$ cat src/rtl/pc_control_unit.sv
// Next-PC stage: source mux, PC/EPC registers and a trap sequencer that reads the
// handler address from a vector table. Optional misaligned-target trap: PC_ALIGN_CHECK_EN.
module pc_control_unit #(
  parameter int WIDTH    = 32,
  parameter int NUM_SRC  = 5,
  parameter int SEL_W    = 3,
  parameter int RESET_PC = 0,
  parameter int VEC_BASE = 253,
  parameter int MEM_LAT  = 2
) (
  input  logic                     clk,
  input  logic                     reset,
  input  logic [NUM_SRC*WIDTH-1:0] src_bus,
  input  logic [SEL_W-1:0]         sel,
  input  logic                     pc_write,
  input  logic                     pc_write_cond,
  input  logic                     cond_true,
  input  logic                     exc_req,
  input  logic [1:0]               exc_cause,
  input  logic                     eret,
  input  logic [WIDTH-1:0]         vec_data,
  output logic [WIDTH-1:0]         pc,
  output logic [WIDTH-1:0]         epc,
  output logic [WIDTH-1:0]         vec_addr,
  output logic                     vec_rd,
  output logic                     trap_busy,
  output logic                     exc_taken
);

  localparam int CNT_W = (MEM_LAT > 2) ? $clog2(MEM_LAT) : 1;
  localparam logic [WIDTH-1:0] VEC_BASE_W = WIDTH'(VEC_BASE);

  typedef enum logic [1:0] {S_RUN, S_VEC_REQ, S_WAIT, S_LOAD} state_t;

  state_t             state, state_next;
  logic [WIDTH-1:0]   pc_next, epc_next, target, new_pc;
  logic [1:0]         cause, cause_next, cause_in;
  logic [CNT_W-1:0]   cnt, cnt_next;
  logic               load, take_exc;

  always_comb begin
    target = '0;
    for (int i = 0; i < NUM_SRC; i++) begin
      if (sel == SEL_W'(i)) target = src_bus[i*WIDTH +: WIDTH];
    end
  end

  always_ff @(posedge clk) begin
    if (reset) begin
      state <= S_RUN;
      pc    <= WIDTH'(RESET_PC);
      epc   <= '0;
      cause <= '0;
      cnt   <= '0;
    end else begin
      state <= state_next;
      pc    <= pc_next;
      epc   <= epc_next;
      cause <= cause_next;
      cnt   <= cnt_next;
    end
  end

  always_comb begin
    state_next = state;
    pc_next    = pc;
    epc_next   = epc;
    cause_next = cause;
    cnt_next   = cnt;
    load       = pc_write | (pc_write_cond & cond_true);
    new_pc     = eret ? epc : target;
    take_exc   = exc_req;
    cause_in   = exc_cause;
    case (state)
      S_RUN: begin
`ifdef PC_ALIGN_CHECK_EN
        if (!exc_req && (eret || load) && (new_pc[1:0] != 2'b00)) begin
          take_exc = 1'b1;
          cause_in = 2'd3;
        end
`endif
        if (take_exc) begin
          epc_next   = pc - WIDTH'(4);
          cause_next = cause_in;
          state_next = S_VEC_REQ;
        end else if (eret || load) begin
          pc_next = new_pc;
        end
      end
      // WAIT lasts MEM_LAT-1 cycles so LOAD lines up with valid vec_data
      S_VEC_REQ: begin
        cnt_next   = CNT_W'(MEM_LAT - 2);
        state_next = (MEM_LAT == 1) ? S_LOAD : S_WAIT;
      end
      S_WAIT: begin
        if (cnt == '0) state_next = S_LOAD;
        else           cnt_next   = cnt - 1'b1;
      end
      S_LOAD: begin
        pc_next    = vec_data;
        state_next = S_RUN;
      end
      default: state_next = S_RUN;
    endcase
  end

  assign vec_rd    = (state == S_VEC_REQ);
  assign vec_addr  = vec_rd ? (VEC_BASE_W + WIDTH'(cause)) : '0;
  assign trap_busy = (state != S_RUN);
  assign exc_taken = (state == S_LOAD);

endmodule

$ cat config.mk
export PLATFORM = sky130hd
export DESIGN_NAME = pc_control_unit
export DESIGN_NICKNAME = d
export VERILOG_FILES = /design/src/rtl/pc_control_unit.sv
export SDC_FILE = /design/constraint.sdc
export NUM_CORES = 1
export LEC_CHECK = 0
export ABC_AREA = 1
export CORE_MARGIN = 4
export CORE_UTILIZATION = 41
export DETAILED_ROUTE_END_ITERATION = 16
export PLACE_DENSITY = 0.85
export SETUP_SLACK_MARGIN = 0.2
export SYNTH_ARGS = -nofsm -noshare
export SYNTH_HDL_FRONTEND = slang
export SYNTH_SLANG_ARGS = --single-unit
$ cat constraint.sdc
create_clock -name clk -period 3 [get_ports clk]
set_input_delay 0.6 -clock clk [delete_from_list [all_inputs] [get_ports clk]]
set_output_delay 0.6 -clock clk [all_outputs]
set_load 0.05 [all_outputs]
# Word-level counts from Yosys, hierarchy flattened
# Index checks and enable logic that the tools add are counted.
# word_totals
latchBits,0
wordCells,45
ram_bits,0
out_inout_bits,99
n_memories,0
ff_bits,69
romBits,0
# op_classes
bitwise,2
n_eq_ne,11
magnitude_cmp,0
muxes,15
multipliers,0
n_reduce_logical,9
add_sub_neg,3
n_div,0
n_shift,0
# ops
op,n
$mux W32,8
$pmux W32 S2,1
$sub A32 B3 Y32 const B,1
$add A8 B2 Y9 const A,1
$mux W9,1
$ne A2 B2 Y1 const B,4
$pmux W2 S4,1
$eq A3 B2 Y1 const B,2
$reduce_bool A2 Y1,3
$eq A2 B2 Y1 const B,2
$mux W2,2
$reduce_and A2 Y1,2
$eq A3 B1 Y1 const B,1
$eq A3 B3 Y1 const B,1
$logic_not A3 Y1,1
$reduce_and A3 Y1,1
$eq A2 B1 Y1 const B,1
$logic_not A2 Y1,1
$pmux W1 S2,1
$and A1 B1 Y1,1
$logic_or A1 B1 Y1,1
$mux W1,1
$or A1 B1 Y1,1
$sub A1 B1 Y1 const B,1

# Depth between registers and ports, before layout
# logic_depth
depth_word,10
depth_mapped,12
depth_no_buf,12

# Least setup slack after synthesis
# Ideal clock, no wire load.
# synth_timing
path_type,register to output
from,register state[1]
to,output port vec_addr[3]
path_stages_with_launch,6
arrival_time_ns,2.194
n_path_buf,1
slack_ns,0.206
t_required_ns,2.400
cell_sequence,dfxtp_1 -> inv_1 -> ha_1 -> inv_1 -> nor2_1 -> buf_4
# synth_via
elab_chain_len,2
# synth_rtl
element,line,rtl
from (decl),35,"state_t state, state_next;"
from (signal assigned),56,state <= state_next;
$eq A2 B1 Y1,107,assign vec_rd = (state == S_VEC_REQ);
named net vec_rd,25,"output logic vec_rd,"
$mux W9,108,assign vec_addr = vec_rd ? (VEC_BASE_W + WIDTH'(cause)) : '0;
to (decl),24,"output logic [WIDTH-1:0] vec_addr,"
# The timed path passes the listed nets, and every way through them passes these cells.

# Final worst setup path
# layout_timing
from,register state[1]
to,output port vec_addr[0]
# layout_via
elab_chain_len,2
# layout_rtl
element,line
$eq A2 B1 Y1,107
$mux W9,108
# Every way passes these cells.

==> impl_summary.md <==
Outcome
The run finished with clean final reports.

Critical path
The worst setup path is of the reg -> out kind. The maximum single-stage delay on the critical path is approximately 0.82 ns. The worst register-to-register path begins at state[0].

In this run the worst path has a maximum fanout of 4. STA classifies the critical path startpoint as a flip-flop. The setup slack of the most critical reg-to-reg path is 1.08 ns. Measured in cells, the most critical reg-to-reg path has a length of 9. For the worst setup path, the data required time is ~2.4 ns. For the worst setup path, the data arrival time is between 2 and 2.5 ns. The worst register-to-register path ends at pc[10]. In this design, the critical path's most frequently occurring cell is sky130_fd_sc_hd__inv_1.

The type of destination of the critical path is an output port. The master of the slowest instance on the critical path is sky130_fd_sc_hd__clkdlybuf4s50_1. The critical path goes through inv_1, ha_1, inv_1, nor2_1, clkdlybuf4s50_1.

The worst path buffer plus inverter count is 3. The largest delay contributor family on the critical path is buffers and inverters.

GRT
The pin count of the biggest net entering global routing is 76. The global-route congestion overflow total is 0. The total global routing track utilization is between 20% and 30%. The via count of the first global-routing pass came to between 7k and 8k. The number of antenna violations at the first check in global routing was 1. The first global-routing pass estimated between 30,000 and 40,000 um of wire.

Clocking
In this run, post-CTS hold repair placed 0 buffers. The maximum buffer depth of the clock tree is 2. The cell at the root of the clock tree is sky130_fd_sc_hd__clkbuf_16.

Buffers inserted during clock tree synthesis total 9. Clock-pin slew was measured on the worst setup and hold paths at ~0.05 ns. In this run, post-CTS repair resized a total of 6 instances. The tree built by TritonCTS fans out to 68 sinks. The number of buffers inserted by post-CTS setup repair is 0. The worst-skew pair later-pin latency is around 0.34 ns. The clock tree from TritonCTS is done. The H-tree was split into 3 levels.

STA
The maximum clock frequency is about 0.38 GHz. The minimum clock period after layout is around 2.6 ns. Setup violations remaining at the end of the flow were counted as 0. The final-report hold violation count is 0. The clock arrives with approximately 0.0037 ns of skew. The ratio of final minimum period to clock period is just under 90%. Measured against its own limit, the worst slew margin works out to about 60%. Setup total negative slack on the finished layout was measured at 0 ns.

The transition at the pin with the smallest max-transition slack is slightly below 0.6 ns. The final max-slew violation count is 0. Setup repair after global routing left no endpoint under its margin.

Final layout
The count of placed standard cells in the final layout, fillers left out is roughly 1.5k. Summing all multi-input logic gate instances after layout gives roughly 3700 um2. The signed area change from the synthesized netlist to the final layout is 48.9%. The number of filler instances in the final layout is 1,399.

The area used by sequential logic in the layout is around 1400 um2. The final layout contains 1,540 nets. Summing all non-filler instances in the final layout gives an area of roughly 9000 um2.

The fraction of layout instances using a drive strength above 1 is ~6%.

Placement
The HPWL after detailed placement is ~18,000 um. The final weighted congestion of routability-driven global placement is roughly 0.94. Counting tap cells, the placed design contains a total of between 1.5k and 2k instances. Once placement finished, the instance area stood at 8850 um2. The number of input and output port buffers inserted is between 200 and 300.

Yosys
The most used flip-flop cell after synthesis is sky130_fd_sc_hd__dfxtp_1. The Yosys step of the flow raised 0 warnings. The biggest area consumer among synthesized cells is sky130_fd_sc_hd__dfxtp_1. The synthesized instance count is roughly 1.1k.

In the post-synthesis netlist, the biggest area contributors are sky130_fd_sc_hd__dfxtp_1 (22%), sky130_fd_sc_hd__nand2_1 (17%), sky130_fd_sc_hd__nor2_1 (10%). The flop and latch count out of synthesis is ~70. The synthesized netlist occupies a cell area of around 6000 um2. The number of different library cells used by synthesis comes to 32.

The number of synthesized flops with an enable pin is 0. In the synthesized netlist the async set-or-reset flop fraction comes to 0%. In this run the biggest area consumer among cell types represents approximately 22% of the synthesized area. The average instance in the mapped netlist occupies roughly 5.6 um2. The part of the Yosys area used for sequential elements is around 22%.

Floorplanning
In this run the horizontal extent of the chip is 130 um. Row generation in the floorplan step produced 44 rows. The floorplan step defined a die boundary enclosing approximately 17,000 um2. The core box area is 14,600 um2.

The floorplan step set the die height to approximately 130 um. The top-level port count is ~300. Once the floorplan was initialized, standard cells occupied between 40% and 50% of the core.

Drt
The detailed-routing iteration count for the pre-antenna-repair pass is 6. For this run, design rule violations remaining after detail routing come to 0. For this block, the routed nets add up to between 20,000 and 25,000 um of wire. The DRC violation total after the first TritonRoute iteration is ~640. The via total after detailed routing is just under 8k. The average wire per cell in the routed design is around 16 um. Using the TritonRoute via totals, the vias-per-cell ratio works out to a little over 5. The antenna violation net count after detailed routing is 0.

Job
Across the run, the number of max-cap violations was 0.

Hold path
The startpoint identified for the worst hold timing path is cause[1]. The end of the worst hold path is cause[1]. The cell depth of the worst hold path is 2.

The type of the tightest min-delay check is reg -> reg.

Power
The worst ir drop on vdd is between 0.5 and 0.6 mV. For this design the ratio of total power to cell area is a little under 800 nW/um2. The reported leakage power is ~4.5 nW.
cell usage after synthesis, types with 2 or more instances:
library cell               number
sky130_fd_sc_hd__inv_2         12
sky130_fd_sc_hd__buf_6          7
sky130_fd_sc_hd__nand2_1      277
sky130_fd_sc_hd__or2_2         13
sky130_fd_sc_hd__nor2_2         2
sky130_fd_sc_hd__nand3b_1       4
sky130_fd_sc_hd__a21oi_1       67
sky130_fd_sc_hd__buf_1          4
sky130_fd_sc_hd__xor2_1         6
sky130_fd_sc_hd__a21oi_2       11
sky130_fd_sc_hd__ha_1           7
sky130_fd_sc_hd__xnor2_1        6
sky130_fd_sc_hd__inv_1        133
sky130_fd_sc_hd__nor2_1       171
sky130_fd_sc_hd__dfxtp_1       68
sky130_fd_sc_hd__buf_2         31
sky130_fd_sc_hd__clkbuf_1      23
sky130_fd_sc_hd__nor2_4         2
sky130_fd_sc_hd__nand3_1       52
sky130_fd_sc_hd__o21ai_0       58
sky130_fd_sc_hd__o21ai_1       32
sky130_fd_sc_hd__nand4_1       66
sky130_fd_sc_hd__buf_4         32
layout by cell type, fill, tap and decap left out, types with 2 or more instances in the layout:
cell type	netlist	layout
sky130_fd_sc_hd__nand4_1	66	66
sky130_fd_sc_hd__conb_1	1	23
sky130_fd_sc_hd__nand2_1	277	277
sky130_fd_sc_hd__ha_1	7	7
sky130_fd_sc_hd__xnor2_1	6	6
sky130_fd_sc_hd__clkbuf_1	23	3
sky130_fd_sc_hd__a21oi_1	67	67
sky130_fd_sc_hd__dlygate4sd2_1	0	6
sky130_fd_sc_hd__or2_2	13	13
sky130_fd_sc_hd__xor2_1	6	6
sky130_fd_sc_hd__clkdlybuf4s50_1	0	271
sky130_fd_sc_hd__nor2_1	171	171
sky130_fd_sc_hd__a21oi_2	11	11
sky130_fd_sc_hd__buf_12	0	3
sky130_fd_sc_hd__dfxtp_1	68	68
sky130_fd_sc_hd__o21ai_0	58	58
sky130_fd_sc_hd__nor2_2	2	2
sky130_fd_sc_hd__clkbuf_16	0	9
sky130_fd_sc_hd__inv_1	133	133
sky130_fd_sc_hd__nand3_1	52	52
sky130_fd_sc_hd__inv_2	12	12
sky130_fd_sc_hd__buf_4	32	19
sky130_fd_sc_hd__nor2_4	2	2
sky130_fd_sc_hd__nand3b_1	4	4
sky130_fd_sc_hd__o21ai_1	32	32
cell type report:
class,count,area share (%)
clock inverters,2,0.384
diodes,1,0.0274
multi-input cells,805,40.9
flip-flops and latches,68,14.9
inverters,145,5.96
well taps,184,2.52
repair buffers,300,32.5
clock buffers,13,2.74
flip-flops by register name, indices dropped and copies added (netlist names):
name   flops
epc       32
pc        32
state      2
cause      2
worst max-delay path by stage:
stage,from,endpoint,slack (ns),cells after the start
4_1_cts,state[1],vec_addr[0],0.32,5
5_1_grt,state[1],vec_addr[0],0.24,5
3_5_place_dp,state[1],vec_addr[2],0.52,5
2_1_floorplan,state[1],vec_addr[3],0.21,5
6_report,state[1],vec_addr[0],0.37,5
3_3_place_gp,sel[1],pc[7],0.58,11
where the power goes:
group	switching, W	internal, W	total (W)	leakage (nW)
Sequential	0.000356	0.00121	0.00156	0.560
Combinational	0.00305	0.00153	0.00458	3.78
Clock	0.000381	0.000661	0.00104	0.140
Total	0.00379	0.00340	0.00719	4.48
through the flow:
step	hold WS, ns	power, W	util, %	setup slack [ns]
floorplan	0.459	0.00467	-	0.206
global placement	0.469	0.00607	60.7	0.578
detailed placement	0.497	0.00614	60.7	0.520
CTS	0.508	0.00717	62.6	0.319
global route	0.529	0.00763	62.6	0.241
finish	0.502	0.00719	62.6	0.368
cells by family after synthesis:
family | Yosys count | share of synthesized area [%]
simple gates | 593 | 41.7
buf+inv | 242 | 18.3
compound gates | 170 | 14.6
flops | 68 | 22.2
xor+xnor | 12 | 1.71
fa+ha+maj | 7 | 1.43
other cells | 1 | 0.0611
layer usage:
| metal | GRT usage [%] | share of wire, % | routed length (um) |
|---|---|---|---|
| met5 | 0 | 0 | 0 |
| met4 | 11.4 | 3.9 | 960 |
| met3 | 6.84 | 8.9 | 2180 |
| met2 | 47.7 | 48 | 11800 |
| met1 | 33.5 | 39 | 9630 |
worst reg2reg max path: cells and delay by family, from the launching register on:
| family | cells | cell delay, ns |
|---|---|---|
| flops | 1 | 0.32 |
| simple gates | 2 | 0.25 |
| fa+ha+maj | 1 | 0.23 |
| buf+inv | 3 | 0.63 |
| compound gates | 3 | 0.41 |
(Power assumes the default switching activity.)
